===== src/rtl/rv_regs_pkg.sv =====
// Shared widths, indices and FSM state encoding for the register-file controller.
package rv_regs_pkg;

    localparam int XLEN      = 32;
    localparam int REG_IDX_W = 5;
    localparam logic [REG_IDX_W-1:0] REG_LAST = 5'd31;

    typedef logic [REG_IDX_W-1:0] reg_idx_t;
    typedef logic [XLEN-1:0]      xword_t;

    typedef enum logic [1:0] {
        CLEAR,
        RUN,
        DBG_ACC,
        DBG_RSP
    } state_e;

endpackage


===== src/rtl/rv_regs_bypass.sv =====
// One read port: registers the presented index plus any same-cycle write to it,
// then returns zero for x0, the forwarded write data, or the file's read data.
module rv_regs_bypass
    import rv_regs_pkg::*;
(
    input  logic     i_clk,
    input  logic     i_reset_n,
    input  reg_idx_t i_idx,
    input  logic     i_wr_en,
    input  reg_idx_t i_wr_idx,
    input  xword_t   i_wr_data,
    input  xword_t   i_rf_data,
    output xword_t   o_result
);

    reg_idx_t idx_q, idx_d;
    logic     hit_q, hit_d;
    xword_t   data_q, data_d;

    always_comb begin
        idx_d  = i_idx;
        hit_d  = i_wr_en && (i_wr_idx == i_idx) && (i_idx != '0);
        data_d = i_wr_data;
    end

    always_ff @(posedge i_clk) begin
        if (!i_reset_n) begin
            idx_q  <= '0;
            hit_q  <= 1'b0;
            data_q <= '0;
        end else begin
            idx_q  <= idx_d;
            hit_q  <= hit_d;
            data_q <= data_d;
        end
    end

    // The file returns old data on a same-address collision, so forward the write.
    assign o_result = (idx_q == '0) ? '0 : (hit_q ? data_q : i_rf_data);

endmodule


===== src/rtl/rv_regs_ctrl.sv =====
// Register-file front end: post-reset zero clear of x1..x31, core/debug port
// sharing, x0 read forcing and same-cycle write bypass.
module rv_regs_ctrl
    import rv_regs_pkg::*;
(
    input  logic     i_clk,
    input  logic     i_reset_n,
    input  reg_idx_t i_rs1,
    input  reg_idx_t i_rs2,
    input  reg_idx_t i_rd,
    input  logic     i_wr,
    input  xword_t   i_wdata,
    output xword_t   o_rdata1,
    output xword_t   o_rdata2,
    output logic     o_rd_valid,
    output logic     o_ready,
    input  logic     i_dbg_req,
    input  logic     i_dbg_we,
    input  reg_idx_t i_dbg_addr,
    input  xword_t   i_dbg_wdata,
    output logic     o_dbg_ack,
    output xword_t   o_dbg_rdata,
    output reg_idx_t o_rf_rs1,
    output reg_idx_t o_rf_rs2,
    output reg_idx_t o_rf_rd,
    output logic     o_rf_write,
    output xword_t   o_rf_data,
    input  xword_t   i_rf_data1,
    input  xword_t   i_rf_data2
);

    state_e   state_q, state_d;
    reg_idx_t cnt_q, cnt_d;
    logic     rd_valid_q, rd_valid_d;
    logic     core_wr;
    xword_t   rdata1_int;
    xword_t   rdata2_int;

    assign core_wr = i_wr && (i_rd != '0);

    always_comb begin
        state_d    = state_q;
        cnt_d      = cnt_q;
        o_ready    = 1'b0;
        o_dbg_ack  = 1'b0;
        o_rf_rs1   = i_rs1;
        o_rf_rs2   = i_rs2;
        o_rf_rd    = i_rd;
        o_rf_write = 1'b0;
        o_rf_data  = i_wdata;
        case (state_q)
            CLEAR: begin
                o_rf_rd    = cnt_q;
                o_rf_write = 1'b1;
                o_rf_data  = '0;
                cnt_d      = cnt_q + 5'd1;
                if (cnt_q == REG_LAST) begin
                    state_d = RUN;
                end
            end
            RUN: begin
                o_ready    = 1'b1;
                o_rf_write = core_wr;
                // A core write owns the single write port; debug waits for a gap.
                if (i_dbg_req && !core_wr) begin
                    state_d = DBG_ACC;
                end
            end
            DBG_ACC: begin
                o_rf_rs1 = i_dbg_addr;
                if (i_dbg_we && (i_dbg_addr != '0)) begin
                    o_rf_write = 1'b1;
                    o_rf_rd    = i_dbg_addr;
                    o_rf_data  = i_dbg_wdata;
                end
                state_d = DBG_RSP;
            end
            DBG_RSP: begin
                o_ready    = 1'b1;
                o_dbg_ack  = 1'b1;
                o_rf_write = core_wr;
                state_d    = RUN;
            end
            default: begin
                state_d = CLEAR;
                cnt_d   = 5'd1;
            end
        endcase
        rd_valid_d = o_ready;
    end

    always_ff @(posedge i_clk) begin
        if (!i_reset_n) begin
            state_q    <= CLEAR;
            cnt_q      <= 5'd1;
            rd_valid_q <= 1'b0;
        end else begin
            state_q    <= state_d;
            cnt_q      <= cnt_d;
            rd_valid_q <= rd_valid_d;
        end
    end

    rv_regs_bypass u_byp1 (
        .i_clk     (i_clk),
        .i_reset_n (i_reset_n),
        .i_idx     (o_rf_rs1),
        .i_wr_en   (o_rf_write),
        .i_wr_idx  (o_rf_rd),
        .i_wr_data (o_rf_data),
        .i_rf_data (i_rf_data1),
        .o_result  (rdata1_int)
    );

    rv_regs_bypass u_byp2 (
        .i_clk     (i_clk),
        .i_reset_n (i_reset_n),
        .i_idx     (o_rf_rs2),
        .i_wr_en   (o_rf_write),
        .i_wr_idx  (o_rf_rd),
        .i_wr_data (o_rf_data),
        .i_rf_data (i_rf_data2),
        .o_result  (rdata2_int)
    );

    assign o_rdata1    = rdata1_int;
    assign o_rdata2    = rdata2_int;
    assign o_rd_valid  = rd_valid_q;
    // Debug reads go through port 1, which carries i_dbg_addr during DBG_ACC.
    assign o_dbg_rdata = (o_dbg_ack && !i_dbg_we) ? rdata1_int : '0;

endmodule

===== config.mk =====
export PLATFORM = sky130hd
export DESIGN_NAME = rv_regs_ctrl
export DESIGN_NICKNAME = d
export VERILOG_FILES = /design/src/rtl/rv_regs_pkg.sv /design/src/rtl/rv_regs_bypass.sv /design/src/rtl/rv_regs_ctrl.sv
export SDC_FILE = /design/constraint.sdc
export NUM_CORES = 1
export LEC_CHECK = 0
export ABC_CLOCK_PERIOD_IN_PS = 7100
export BUFFER_PORTS_ARGS = -buffer_cell sky130_fd_sc_hd__buf_2
export CAP_MARGIN = 5
export CORE_AREA = 2 2 116 118
export CTS_BUF_LIST = sky130_fd_sc_hd__clkbuf_16
export CTS_CLUSTER_DIAMETER = 50
export CTS_CLUSTER_SIZE = 10
export DETAILED_ROUTE_END_ITERATION = 8
export DIE_AREA = 0 0 118 120
export GPL_ROUTABILITY_DRIVEN = 1
export GPL_TIMING_DRIVEN = 0
export PLACE_DENSITY_LB_ADDON = 0.15
export RECOVER_POWER = 50
export SLEW_MARGIN = 0
export SYNTH_ARGS = -nofsm -noshare
export SYNTH_HDL_FRONTEND = slang
export SYNTH_SLANG_ARGS = --single-unit
export TNS_END_PERCENT = 50

===== constraint.sdc =====
create_clock -name i_clk -period 7.1 [get_ports i_clk]
set_clock_uncertainty 0.15 [all_clocks]
set_input_delay 1.065 -clock i_clk [delete_from_list [all_inputs] [get_ports i_clk]]
set_output_delay 1.065 -clock i_clk [all_outputs]
set_load 0.01 [all_outputs]

# --- Yosys cells after proc, flatten, opt, wreduce, memory -nomap -nowiden ---
# Index checks and enable logic that the tools add are counted.
totals:
  reg_bits: 52
  inputBits: 153
  output_inout_bits: 147
  word_cells: 53
classes:
  add_sub_neg: 1
  eq_ne: 8
  muxes: 17
  n_reduce_logical: 19
op_table:
  columns: ["operator", "n"]
  rows:
  - ["$mux 32", 6]
  - ["$pmux 32 s2", 1]
  - ["$reduce_bool 5->1", 4]
  - ["$eq 5x5->1", 2]
  - ["$logic_not 5->1", 2]
  - ["$mux 5", 2]
  - ["$pmux 5 s2", 1]
  - ["$logic_and 1x1->1", 8]
  - ["$pmux 2 s4", 1]
  - ["$add 5x1->5 const B", 1]
  - ["$eq 5x5->1 const B", 1]
  - ["$eq 2x2->1 const B", 2]
  - ["$mux 2", 2]
  - ["$ne 2x2->1 const B", 2]
  - ["$mux 1", 3]
  - ["$pmux 1 s3", 1]
  - ["$eq 2x1->1 const B", 1]
  - ["$logic_not 1->1", 2]
  - ["$logic_not 2->1", 1]
  - ["$reduce_and 2->1", 1]
  - ["$reduce_or 2->1", 1]

# --- Longest topological paths before layout ---
depth:
  word_depth: 7
  mapped_depth: 8
  ltp_nobuf: 7

# --- Hierarchy ---
# From an unflattened synthesis, not the netlist that was laid out.
unflattened:
  hier_cells: 544
  area_unflattened_um2: 4538.1
by_module_without_submodules:
  columns: ["module", "instances", "cells_per_inst", "area_each_um2", "seq_area_each_um2"]
  rows:
  - ["rv_regs_bypass", 2, 162, 1594.0, 760.7]
  - ["rv_regs_ctrl", 1, 220, 1350.0, 160.2]

# --- Worst setup path after synthesis ---
# No wires, ideal clock.
synth_path:
  path_kind: "input to output"
  from: "input i_dbg_addr[0]"
  to: "output o_rf_data[0]"
  arrival_ns: 2.259
  required_ns: 5.885
  setup_slack_ns: 3.626
  cell_stages: 5
  path_buffers: 2
  cell_sequence: "o311ai_2 -> and3_1 -> buf_2 -> buf_2 -> a22o_1"
synth_via:
  elab_chain_len: 4
synth_rtl:
  columns: ["item", "line_no", "text"]
  rows:
  - ["from (decl)", "rv_regs_ctrl.sv:19", "input reg_idx_t i_dbg_addr,"]
  - ["$reduce_bool 5->1", "rv_regs_ctrl.sv:71", "if (i_dbg_we && (i_dbg_addr != '0)) begin"]
  - ["$logic_and 1x1->1", "rv_regs_ctrl.sv:71", null]
  - ["$mux 32", "rv_regs_ctrl.sv:71", null]
  - ["$pmux 32 s2", "rv_regs_ctrl.sv:51", "case (state_q)"]
  - ["to (decl)", "rv_regs_ctrl.sv:27", "output xword_t o_rf_data,"]
# No other way between the ends.

# --- Final worst setup path ---
layout_path:
  from: "input i_dbg_addr[1]"
  to: "output o_rf_data[14]"
# The elaborated chain is that of the path after synthesis.

==> run_results.csv <==
group,metric,value,unit
outcome,run_status,"finished clean",
cts,post_cts_resized,0,
logic_synthesis,synth_enable_flop_cells,0,
timing,clock.fmax,0.202,GHz
logic_synthesis,yosys.area_share.xor_xnor,2.73,%
logic_synthesis,syn-cell-area,3530,µm²
route,drc,0,
timing,slew-limit-headroom,24.0,%
floorplanning,die_y,120,µm
grt,globalRoute.totalOverflow,0,
cts,post-cts-setup-buffer-count,0,
pwr,p_comb_share,51.5,%
route,wl,15.1,mm
logic_synthesis,syn-instance-count,416,
timing,fin_crit_sh,69.9,%
route,initialDrtViolationCount,165,
logic_synthesis,synthArstFlopShare,0,%
route,vias,4161,
critical_path,worst-endpoint-arrival,3.75,ns
timing,setup_viol,0,
timing,rsz0062_at_grt,"false",
cts,clock_buffers_created_by_tritoncts,5,
grt,grt_start_max_net_pins,16,
floorplanning,floorplan.initialDensity,27.2,%
timing,fin_setup_tns,0,ns
cts,h_tree_depth,2,
pwr,seqPwrFrac,28.7,%
cts,cts.clk_slew.worst_paths,0.07,ns
cells_and_area,post-route-util,40.9,%
critical_path,worstSetupPathType,"primary input to output port",
route,routed_wire_length_per_instance,16.8,µm
job,number_of_max_cap_violations,0,
placed_design,dpl_worst_slack,3.01,ns
logic_synthesis,yosysWarningCount,0,
grt,grt_antenna_before_repair,0,
logic_synthesis,synth.area.mux_share,20.8,%
pwr,cellPowerDensity,251,nW/µm²
pwr,switching_share,40.1,%
timing,timing_worst_slew_pin_value,1.13,ns
placed_design,place_congestion,0.955,
grt,grt_pass1_wl,22.7,mm
route,routed_via_density,4.63,
logic_synthesis,postSynthRegisterBits,52,
floorplanning,row_count,42,
logic_synthesis,synth_cell_type_count,41,
logic_synthesis,synth_area_in_simple_gates,23.0,%
cts,worst_skew_pair.late_latency,0.28,ns
critical_path,timing.critical_path.required,5.88,ns
cells_and_area,antennaDiodeCount,0,
pwr,net-switching-power,534,µW
hold_path,hp-class,"register to register",
timing,report.final.hold_viol_count,0,
cts,holdBufCountCts,0,
floorplanning,coreArea,13000,µm²
pwr,ir_drop,0.127,mV
cts,ctsRootBufferMaster,"sky130_fd_sc_hd__clkbuf_16",
cells_and_area,areaGrowthSynthToFinish,50.5,%
cells_and_area,drive_above_1_share,37.4,%
timing,final_setup_margin,2.14,ns
cts,cts.sink_count,52,
route,postRouteAntennaNets,0,
logic_synthesis,synth_top_family_by_area,"simple AND/OR/NAND/NOR gates",
placed_design,dp_hpwl,12.7,mm
pwr,clock_power_share,19.8,%
floorplanning,top_level_ports,300,
placed_design,io_buffers,298,
logic_synthesis,avg_inst_size_synth,8.48,µm²
cts,cts_max_path_buffers,2,
floorplanning,die_width,118,µm
critical_path,critical_path_sink_type,"output port",
cts,clock_tree_from_tritoncts,"yes",
logic_synthesis,syn_nets,577,
timing,min_period,4.96,ns
floorplanning,floorplan.die_area,14200,µm²
grt,via_count_of_the_first_global_routing_pass,4120,
critical_path,timing.critical_path.from_type,"primary input",
grt,track_usage,20.2,%
logic_synthesis,yosys_most_used_dff,"sky130_fd_sc_hd__dfxtp_1",
pwr,internal_power_summed_over_all_cells,797,µW
cells_and_area,final_net_count,882,
timing,slew_viol_final,0,
pwr,leakage,0.00255,µW
logic_synthesis,synth_compound_area_share,14.9,%
critical_path,critical_path_peak_fanout,10,
route,drt_first_pass_iters,4,
logic_synthesis,synth_sequential_area_ratio,29.5,%
logic_synthesis,synth-adder-area-share,2.84,%
==> per-stage QoR <==
| step | instance area [µm²] | cells | hold WS (ns) | power, µW |
|---|---|---|---|---|
| 4_1_cts | 5400 | 898 | 0.403 | 1360 |
| 3_3_place_gp | 5240 | 890 | 0.371 | 1090 |
| 6_report | 5310 | 898 | 0.395 | 1330 |
| 5_1_grt | 5310 | 898 | 0.414 | 1420 |
| 3_5_place_dp | 5240 | 890 | 0.388 | 1100 |
| 2_1_floorplan | 3530 | 416 | 0.341 | 815 |
==> cell usage after synthesis, drive strengths merged (5+ instances only) <==
library cell / instances / area [µm²]
clkbuf: 21 / 78.8
mux2i: 71 / 711
inv: 9 / 33.8
nand2: 5 / 18.8
nor3: 33 / 165
a32o: 5 / 50.1
dfxtp: 52 / 1040
xnor2: 6 / 52.6
xor2: 5 / 43.8
nor2: 74 / 278
ha: 8 / 100
and2: 40 / 250
a22o: 32 / 280
buf: 18 / 101
==> logic make-up after synthesis <==
logic type,count (synthesis)
multiplexers,73
flip-flops,52
buffers and inverters,49
XOR/XNOR,11
adder cells (fa/ha/maj),8
AND/OR/NAND/NOR,168
AO/OA/AOI/OAI,55
==> registers in the layout, summed over array words and instances (netlist names) <==
register / flops
cnt_q: 5
state_q: 2
u_byp2.idx_q: 5
u_byp2.hit_q: 1
o_rd_valid: 1
u_byp1.hit_q: 1
u_byp2.data_q: 32
u_byp1.idx_q: 5
==> path summary, 6_finish.rpt <==
path              depth (start not counted)  slack (ns)            end     startpoint
hold / removal                            2        0.40       cnt_q[3]       cnt_q[3]
hold reg to reg                           2        0.40       cnt_q[3]       cnt_q[3]
setup reg to reg                          8        4.16   u_byp1.hit_q     state_q[0]
setup / recovery                          7        2.14  o_rf_data[14]  i_dbg_addr[1]
==> cell usage in the layout, fill, tap and decap left out, types with 3 or more instances in the layout <==
cell type                   netlist  routed
sky130_fd_sc_hd__buf_1            6       6
sky130_fd_sc_hd__nor2_1          74      74
sky130_fd_sc_hd__and2_0           0      15
sky130_fd_sc_hd__buf_2            6     254
sky130_fd_sc_hd__nand2b_1         3       3
sky130_fd_sc_hd__or4_1            3       3
sky130_fd_sc_hd__a22o_1          32      32
sky130_fd_sc_hd__nor3_1          33      33
sky130_fd_sc_hd__xnor2_1          6       6
sky130_fd_sc_hd__buf_4            5       5
sky130_fd_sc_hd__clkbuf_16        0       5
sky130_fd_sc_hd__dfxtp_1         52      52
sky130_fd_sc_hd__mux2i_1         71      71
sky130_fd_sc_hd__and2_1          40      25
sky130_fd_sc_hd__clkbuf_1        21      72
sky130_fd_sc_hd__or3_1            3       3
sky130_fd_sc_hd__a21oi_1          2       3
sky130_fd_sc_hd__nand2_1          5       5
sky130_fd_sc_hd__ha_1             8       8
sky130_fd_sc_hd__xor2_1           5       5
sky130_fd_sc_hd__nand3_1          3       3
sky130_fd_sc_hd__clkinv_1         1       3
sky130_fd_sc_hd__a32o_1           5       5
sky130_fd_sc_hd__inv_1            9       9
==> layer usage <==
metal  vias up  wire length [µm]  share of wire (%)  global-route usage (%)
met4         0               167                1.1                    4.37
li1       2067                 -                  -                       -
met5         -                 0                  0                       0
met1      1930              6660                 44                    25.6
met3        10               692                4.6                    2.61
met2       154              7600                 50                    36.6
==> power groups by stage <==
stage                     Combinational [µW]  Sequential [µW]  Clock (µW)
after CTS                                713              380         270
after detailed placement                 711              387           0
after global placement                   706              386           0
after global routing                     751              387         283
after floorplan                          446              369           0
final                                    686              382         263
==> worst max-delay path: stages <==
cell and delay (ns):
sky130_fd_sc_hd__clkbuf_1 0.12, sky130_fd_sc_hd__o311ai_0 0.97, sky130_fd_sc_hd__and3_1 0.28, sky130_fd_sc_hd__clkbuf_1 0.32
sky130_fd_sc_hd__clkbuf_1 0.49, sky130_fd_sc_hd__a22o_1 0.33, sky130_fd_sc_hd__buf_2 0.17
==> area by class of cell <==
class	count	area, µm²
timing repair buffer	298	1440
multi-input combinational	315	2240
sequential	52	1040
inverter	10	37.5
clock inverter	3	37.5
fill	1414	7670
tap	176	220
buffer	39	166
clock buffer	5	125
Power figures use the tool's default switching activity.
